## src/rtl/led_breathe.sv

```systemverilog
// Breathing LED stage: turns raw blink on/off levels into PWM fades.
// Optional square-law brightness curve: define LED_BREATHE_GAMMA_EN.
module led_breathe #(
    parameter int PWM_BITS = 8,
    parameter int STEP_DIV = 50000
) (
    input  logic                clk,
    input  logic                rst,
    input  logic                led_in,
    input  logic                enable,
    output logic                led_out,
    output logic [PWM_BITS-1:0] duty,
    output logic                busy
);

    localparam logic [PWM_BITS-1:0] MAX    = '1;
    localparam logic [PWM_BITS-1:0] MAX_M1 = MAX - 1'b1;
    localparam logic [PWM_BITS-1:0] ONE    = 1;
    localparam int SW = (STEP_DIV > 1) ? $clog2(STEP_DIV) : 1;
    localparam logic [SW-1:0] STEP_LAST = SW'(STEP_DIV - 1);

    typedef enum logic [1:0] {
        ST_OFF,
        ST_RISE,
        ST_ON,
        ST_FALL
    } state_t;

    state_t              r_state;
    state_t              w_state_nxt;
    logic                r_s1;
    logic                r_s2;
    logic                r_s3;
    logic [PWM_BITS-1:0] r_duty;
    logic [PWM_BITS-1:0] w_duty_nxt;
    logic [SW-1:0]       r_step_cnt;
    logic [SW-1:0]       w_step_nxt;
    logic [PWM_BITS-1:0] r_pwm_cnt;
    logic                r_led_out;
    logic                w_led_nxt;
    logic                w_edge;
    logic                w_rise;
    logic                w_fall;
    logic                w_ramping;
    logic                w_step_done;
    logic [PWM_BITS-1:0] w_duty_eff;

    // Two-flop synchroniser plus a history flop for edge detection
    always_ff @(posedge clk or posedge rst) begin
        if (rst) begin
            r_s1 <= 1'b0;
            r_s2 <= 1'b0;
            r_s3 <= 1'b0;
        end else begin
            r_s1 <= led_in;
            r_s2 <= r_s1;
            r_s3 <= r_s2;
        end
    end

    // Edge classification and ramp-step strobe
    always_comb begin
        w_edge      = r_s2 ^ r_s3;
        w_rise      = w_edge & r_s2;
        w_fall      = w_edge & ~r_s2;
        w_ramping   = (r_state == ST_RISE) || (r_state == ST_FALL);
        w_step_done = w_ramping && (r_step_cnt == STEP_LAST);
    end

    // State, duty and prescaler registers
    always_ff @(posedge clk or posedge rst) begin
        if (rst) begin
            r_state    <= ST_OFF;
            r_duty     <= '0;
            r_step_cnt <= '0;
        end else begin
            r_state    <= w_state_nxt;
            r_duty     <= w_duty_nxt;
            r_step_cnt <= w_step_nxt;
        end
    end

    // Next-state: a step completes in the old direction, then an edge
    // reverses the ramp from wherever duty ended up
    always_comb begin
        w_state_nxt = r_state;
        w_duty_nxt  = r_duty;
        w_step_nxt  = '0;
        if (!enable) begin
            w_state_nxt = r_s2 ? ST_ON : ST_OFF;
            w_duty_nxt  = r_s2 ? MAX : '0;
        end else begin
            unique case (r_state)
                ST_OFF: begin
                    if (w_rise) begin
                        w_state_nxt = ST_RISE;
                    end
                end
                ST_RISE: begin
                    if (w_step_done) begin
                        if (r_duty >= MAX_M1) begin
                            w_duty_nxt  = MAX;
                            w_state_nxt = ST_ON;
                        end else begin
                            w_duty_nxt = r_duty + 1'b1;
                        end
                    end else begin
                        w_step_nxt = r_step_cnt + 1'b1;
                    end
                    if (w_fall) begin
                        w_state_nxt = ST_FALL;
                        w_step_nxt  = '0;
                    end
                end
                ST_ON: begin
                    if (w_fall) begin
                        w_state_nxt = ST_FALL;
                    end
                end
                ST_FALL: begin
                    if (w_step_done) begin
                        if (r_duty <= ONE) begin
                            w_duty_nxt  = '0;
                            w_state_nxt = ST_OFF;
                        end else begin
                            w_duty_nxt = r_duty - 1'b1;
                        end
                    end else begin
                        w_step_nxt = r_step_cnt + 1'b1;
                    end
                    if (w_rise) begin
                        w_state_nxt = ST_RISE;
                        w_step_nxt  = '0;
                    end
                end
            endcase
        end
    end

`ifdef LED_BREATHE_GAMMA_EN
    logic [2*PWM_BITS-1:0] w_duty_wide;
    logic [2*PWM_BITS-1:0] w_duty_sq;

    // Square-law brightness; full scale kept fully lit
    always_comb begin
        w_duty_wide = {{PWM_BITS{1'b0}}, r_duty};
        w_duty_sq   = w_duty_wide * w_duty_wide;
        if (r_duty == MAX) begin
            w_duty_eff = MAX;
        end else begin
            w_duty_eff = PWM_BITS'(w_duty_sq >> PWM_BITS);
        end
    end
`else
    // Linear brightness
    always_comb begin
        w_duty_eff = r_duty;
    end
`endif

    // Free-running PWM counter, 0..MAX-1
    always_ff @(posedge clk or posedge rst) begin
        if (rst) begin
            r_pwm_cnt <= '0;
        end else if (r_pwm_cnt == MAX_M1) begin
            r_pwm_cnt <= '0;
        end else begin
            r_pwm_cnt <= r_pwm_cnt + 1'b1;
        end
    end

    // PWM compare, or plain level in bypass
    always_comb begin
        w_led_nxt = enable ? (r_pwm_cnt < w_duty_eff) : r_s2;
    end

    // Registered LED pin drive
    always_ff @(posedge clk or posedge rst) begin
        if (rst) begin
            r_led_out <= 1'b0;
        end else begin
            r_led_out <= w_led_nxt;
        end
    end

    assign led_out = r_led_out;
    assign duty    = r_duty;
    assign busy    = w_ramping;

endmodule

```

## config.mk

```make
export PLATFORM = sky130hd
export DESIGN_NAME = led_breathe
export DESIGN_NICKNAME = d
export VERILOG_FILES = /design/src/rtl/led_breathe.sv
export SDC_FILE = /design/constraint.sdc
export NUM_CORES = 1
export LEC_CHECK = 0
export CAP_MARGIN = 10
export CELL_PAD_IN_SITES_DETAIL_PLACEMENT = 0
export CELL_PAD_IN_SITES_GLOBAL_PLACEMENT = 1
export CORE_MARGIN = 10
export CORE_UTILIZATION = 44
export CTS_CLUSTER_SIZE = 12
export DETAILED_ROUTE_END_ITERATION = 12
export PLACE_DENSITY_LB_ADDON = 0.1
export SYNTH_ARGS = -nofsm -noshare
export SYNTH_HDL_FRONTEND = slang
export SYNTH_SLANG_ARGS = --single-unit
```

## constraint.sdc

```tcl
create_clock -name clk -period 2.8 [get_ports clk]
set_input_delay 0.28 -clock clk [delete_from_list [all_inputs] [get_ports clk]]
set_output_delay 0.28 -clock clk [all_outputs]
set_load 0.01 [all_outputs]
```

Word level (Yosys, flattened, before mapping) --
Cells that the tools add are included. W data, S select, Z words.
Operators by class: add/subtract/negate cells 4, order comparisons 3, equal/unequal tests 14, muxes and demuxes 25, bitwise logic cells 4, reduce and logical (&&, ||, !) cells 5
Operators by type and width (number):
- $mux W16 | 4
- $mux W8 | 7
- $pmux W16 S2 | 1
- $mux W2 | 10
- $add A16 B1 Y16 const B | 1
- $add A8 B1 Y8 const B | 2
- $eq A16 B16 Y1 const B | 1
- $pmux W8 S2 | 1
- $ne A3 B3 Y1 const B | 4
- $eq A8 B8 Y1 const B | 1
- $ge A8 B8 Y1 const B | 1
- $le A8 B1 Y1 const B | 1
- $lt A8 B8 Y1 | 1
- $ne A4 B3 Y1 const B | 2
- $ne A4 B4 Y1 const B | 2
- $pmux W2 S4 | 1
- $sub A8 B1 Y8 const B | 1
- $reduce_and A6 Y1 | 1
- $eq A2 B2 Y1 const B | 2
- $ne A3 B1 Y1 const B | 1
- $reduce_and A3 Y1 | 1
- $and A1 B1 Y1 | 2
- $eq A2 B1 Y1 const B | 1
- $logic_not A2 Y1 | 1
- 5 further kinds | 5
Word-level totals: register bits 38, input bits 4, output and inout bits 10, logic and storage cells 63

Depth between registers and ports, before layout --
depth in word-level cells 7, gate-level depth with buffers 8, mapped depth without buffers 8

Worst setup path after synthesis --
Ideal clock, no wire load.
path type reg2reg, start register r_state[0], end register r_step_cnt[11], library setup time 0.072 ns, data arrival time 2.170 ns, required time 2.728 ns, slack 0.558 ns, cell stages (with the launch flop) 9, buffers on the path 2, clock period less this slack 2.242 ns, cells stage by stage dfrtp_1 > ha_1 > buf_4 > or2_2 > nor4b_1 > a211oi_1 > nand2_1 > buf_2 > nor2_1
On the way: cells in the longest elaborated chain, start to end 7, elaborated cells between the ends (all ways) 9, those cells by class 2 x eq/ne; 5 x mux; 2 x reduce/logical
RTL lines:
- start, declared | RTL line 29 | state_t r_state;
- start signal, assigned | RTL line 77 | r_state <= w_state_nxt;
- $eq A2 B1 Y1 or $eq A2 B2 Y1 (tied branches) | RTL line 66 | w_ramping = (r_state == ST_RISE) || (r_state == ST_FALL);
- $logic_or A1 B1 Y1 (*) | RTL line 66
- named net busy | RTL line 13 | output logic busy
- $logic_and A1 B1 Y1 (*) | RTL line 67 | w_step_done = w_ramping && (r_step_cnt == STEP_LAST);
- $mux W16 (*) | RTL line 100, 121
- $mux W16 (on tied branches) | RTL line 131, 110
- $pmux W16 S2 (*) | RTL line 93 | unique case (r_state)
- $mux W16 (*) | RTL line 89 | if (!enable) begin
- named net w_step_nxt[11] | RTL line 37 | logic [SW-1:0] w_step_nxt;
- end signal, assigned | RTL line 79 | r_step_cnt <= w_step_nxt;
- end, declared | RTL line 36 | logic [SW-1:0] r_step_cnt;
Mark *: on every way through the listed nets, which the timed path passes. The rest lies on a longest branch. A chain may end at the register's enable or synchronous reset.

Worst setup path in the final report --
start register r_state[1], end register r_duty[2], in the netlist duty[2]
On the way: cells in the longest elaborated chain, start to end 5, elaborated cells between the ends (all ways) 10, those cells by class 5 x eq/ne; 2 x mux; 3 x reduce/logical
RTL lines:
- $eq A2 B1 Y1 or $eq A2 B2 Y1 (tied branches) | RTL line 66, 93
- $logic_or A1 B1 Y1 | RTL line 66
- $logic_and A1 B1 Y1 | RTL line 67
- $ne A3 B3 Y1 (no source line)
- $reduce_and A3 Y1 (no source line)
- end signal, assigned | RTL line 78 | r_duty <= w_duty_nxt;
- end, declared | RTL line 34 | logic [PWM_BITS-1:0] r_duty;
Parallel ways exist; a longest one is shown, timed or not.

==> qor.yml <==
outcome: "completed"
io_buffers: 13
first_pass_drt_iterations: 4
holdCritStartpoint: "r_s1$_DFF_PP0_"
worstPathRequired_ps: 2980
final_max_slew_viol_count: 0
clock_latency_ps: 300
fin_setup_tns_ps: 0
detail_route.drc_violations: 0
floorplan.io_pins: 14
final_period_minus_worst_setup_slack_ps: 2430
die_area_sq_um: 8703
synth-warning-count: 0
worst_clock_skew_on_the_final_layout_ps: 9.550
timing.setup.critical_path_class: "reg -> reg"
post-cts-setup-buffer-count: 0
post_synth_main_area_contributors: "dfrtp_1, ha_1, nor2_1"
cap_violations: 0
setup_viol: 0
core_area_sq_um: 5172
drive_gt1_share_pct: 6.738
use_met1_pct: 17.66
final_util_pct: 51.35
initial_antenna_violation_count: 0
viasPerCell: 5.372
netlist.top_cell.by_area: "dfrtp_1"
mappedNetlistArea_sq_um: 2364
synth-main-ff-cell: "dfrtp_1"
postCtsResizedCells: 0
cts-htree-levels: 2
globalRouteMet2Util_pct: 20.07
crit_fanout: 6
top_library_cells_by_usage_in_the_layout_fill_and_taps_aside: "nor2_1, dfrtp_1, o21ai_0, nand2_1, ha_1"
wirelength_um: 5381
final-instance-count-excl-fill: 352
max_clock_freq_ghz: 0.4115
yosysTopAreaCellShare_pct: 40.23
worst_setup_hold_path_clk_slew_ps: 80
r2r_start: "r_state[1]$_DFFE_PP0P_"
overflow: 0
nets: 303
fp.dieW_um: 93.29
detail-route-antenna-nets: 0
insertedDiodeCount: 0
route.vias.total: 1891
filler_instances: 492
timing.critical_path.to_type: "flop"
cts_buffer_depth: 2
numCtsBuffers: 5
ir_worst_vdd_mv: 0.2659
power_leakage_uw: 0.001121
grt_max_degree: 39
hold-path-endpoint: "r_s2$_DFF_PP0_"
hpwlAfterDp_um: 3893
cts_hold_buffers: 0
critPathLaunchType: "flop"
cp_data_arrival_time_ps: 2610
syn-num-nets: 286
critical_path.reg2reg.endpoint: "duty[2]$_DFFE_PP0P_"
use_met3_pct: 3.038
initial_detailed_routing_violation_count: 119
worst_slew_margin_rel_pct: 49.57
wire_length_per_cell_after_detailed_routing_um: 15.29
portion_of_the_post_synthesis_area_used_by_sequential_elements_pct: 40.23
floorplan.initialDensity_pct: 45.69
fp.dieH_um: 93.29
setup_repair_after_global_routing_missed_its_margin: "false"
period_share_pct: 86.79
cellPowerDensity_nw_per_um2: 530.5
max_slew.worst_pin.slew_ps: 750.0
ctsRootBufferMaster: "clkbuf_8"
clock-sinks: 38
mostFrequentLayoutCell: "nor2_1"
ff2ff_path_depth: 8
global_route.usage.total_pct: 13.10
post_syn_instances: 264
grt-busiest-layer: "met2"
areaGrowthSynthToFinish_pct: 12.39
hold_violations: 0
wire_length_of_the_first_global_routing_pass_um: 9294
hold_class: "reg -> reg"
first_global_vias: 1911
synth-async-reset-ratio_pct: 100.0
synth_cell_type_count: 46
r2r_slack_ps: 370
tritoncts_clock_tree: "built"
synth-edff-count: 0
worstHoldPathCells: 0
place_congestion: 0.8216
core.rowCount: 26
post-place-cells: 344
avgSynthCellArea_sq_um: 8.953
ys_ff_latch: 38
-- cells in the mapped netlist (2+ instances only) --
| library cell | n |
|---|---|
| nor2_1 | 43 |
| dfrtp_1 | 38 |
| ha_1 | 18 |
| nand2_1 | 18 |
| o21ai_0 | 18 |
| inv_1 | 17 |
| nand3_1 | 14 |
| xor2_1 | 11 |
| a21oi_1 | 9 |
| xnor2_1 | 8 |
| nor3_1 | 7 |
| and3_1 | 6 |
| a31oi_1 | 4 |
| a211oi_1 | 3 |
| and2_1 | 3 |
| buf_4 | 3 |
| nor4_1 | 3 |
| o21a_1 | 3 |
| o22ai_1 | 3 |
| a311oi_1 | 2 |
| buf_6 | 2 |
| clkbuf_1 | 2 |
| nand3b_1 | 2 |
| nor4b_1 | 2 |
| o311ai_0 | 2 |
| o31ai_1 | 2 |
| or4_4 | 2 |
-- through the flow --
stage                     worst slack [ps]  hold slack [ps]  instance area, sq um  power, uW
after global placement               408.7            347.9                  2561       1024
after global routing                 76.38            373.4                  2656       1491
final                                369.8            362.0                  2656       1409
after detailed placement             346.8            348.4                  2561       1019
after floorplan                      558.1            311.4                  2364      903.4
after CTS                            346.3            367.8                  2656       1429
-- critical path, stage by stage (launching register included) --
cell and delay (ps):
dfrtp_1 410, inv_1 100, ha_1 230, or2_2 140, nor4b_1 380, and2_1 340
o31ai_1 240, o311ai_0 380, nand2_1 90
-- layout make-up --
type / count / area [sq um] / share of cell area [%]
Clock buffer: 6 / 82.58 / 3.109
Tap cell: 70 / 87.58 / 3.297
Inverter: 17 / 63.81 / 2.402
Sequential cell: 38 / 950.9 / 35.80
Multi-Input combinational cell: 201 / 1291 / 48.61
Clock inverter: 2 / 12.51 / 0.4710
Timing Repair Buffer: 18 / 167.7 / 6.312
-- sequential cells by signal, indices dropped and copies added (netlist names) --
signal	flops
duty	8
led_out	1
r_pwm_cnt	8
r_s1	1
r_s2	1
r_s3	1
r_state	2
r_step_cnt	16
-- how the worst max path moves through the flow --
stage,start,end
after floorplan,r_state[0]$_DFFE_PP0P_,r_step_cnt[11]$_DFF_PP0_
after global placement,r_state[1]$_DFFE_PP0P_,duty[2]$_DFFE_PP0P_
final,r_state[1]$_DFFE_PP0P_,duty[2]$_DFFE_PP0P_
after detailed placement,r_state[1]$_DFFE_PP0P_,r_step_cnt[9]$_DFF_PP0_
after CTS,r_state[1]$_DFFE_PP0P_,r_step_cnt[9]$_DFF_PP0_
after global routing,r_state[1]$_DFFE_PP0P_,r_step_cnt[15]$_DFF_PP0_
-- metal layers --
layer  share of wire, %  wire (um)
met4                1.7         91
met1                 49       2656
met5                  0          0
met3                4.7        251
met2                 44       2382
-- logic make-up (layout without fill, tap and decap cells) --
kind of cell	after synthesis	after routing	synth area share [%]
simple gates	109	109	22.34
compound gates	54	54	15.30
flops	38	38	40.23
buf+inv	25	43	5.135
xor+xnor	19	19	7.041
fa+ha+maj	18	18	9.529
mux	1	1	0.4235
-- report_power, final --
part	internal, uW	leakage (uW)	switching (uW)
registers	579	0.000489	36.4
clock network	198	0.0000472	208
logic	167	0.000584	221
Power figures use the tool's default switching activity.
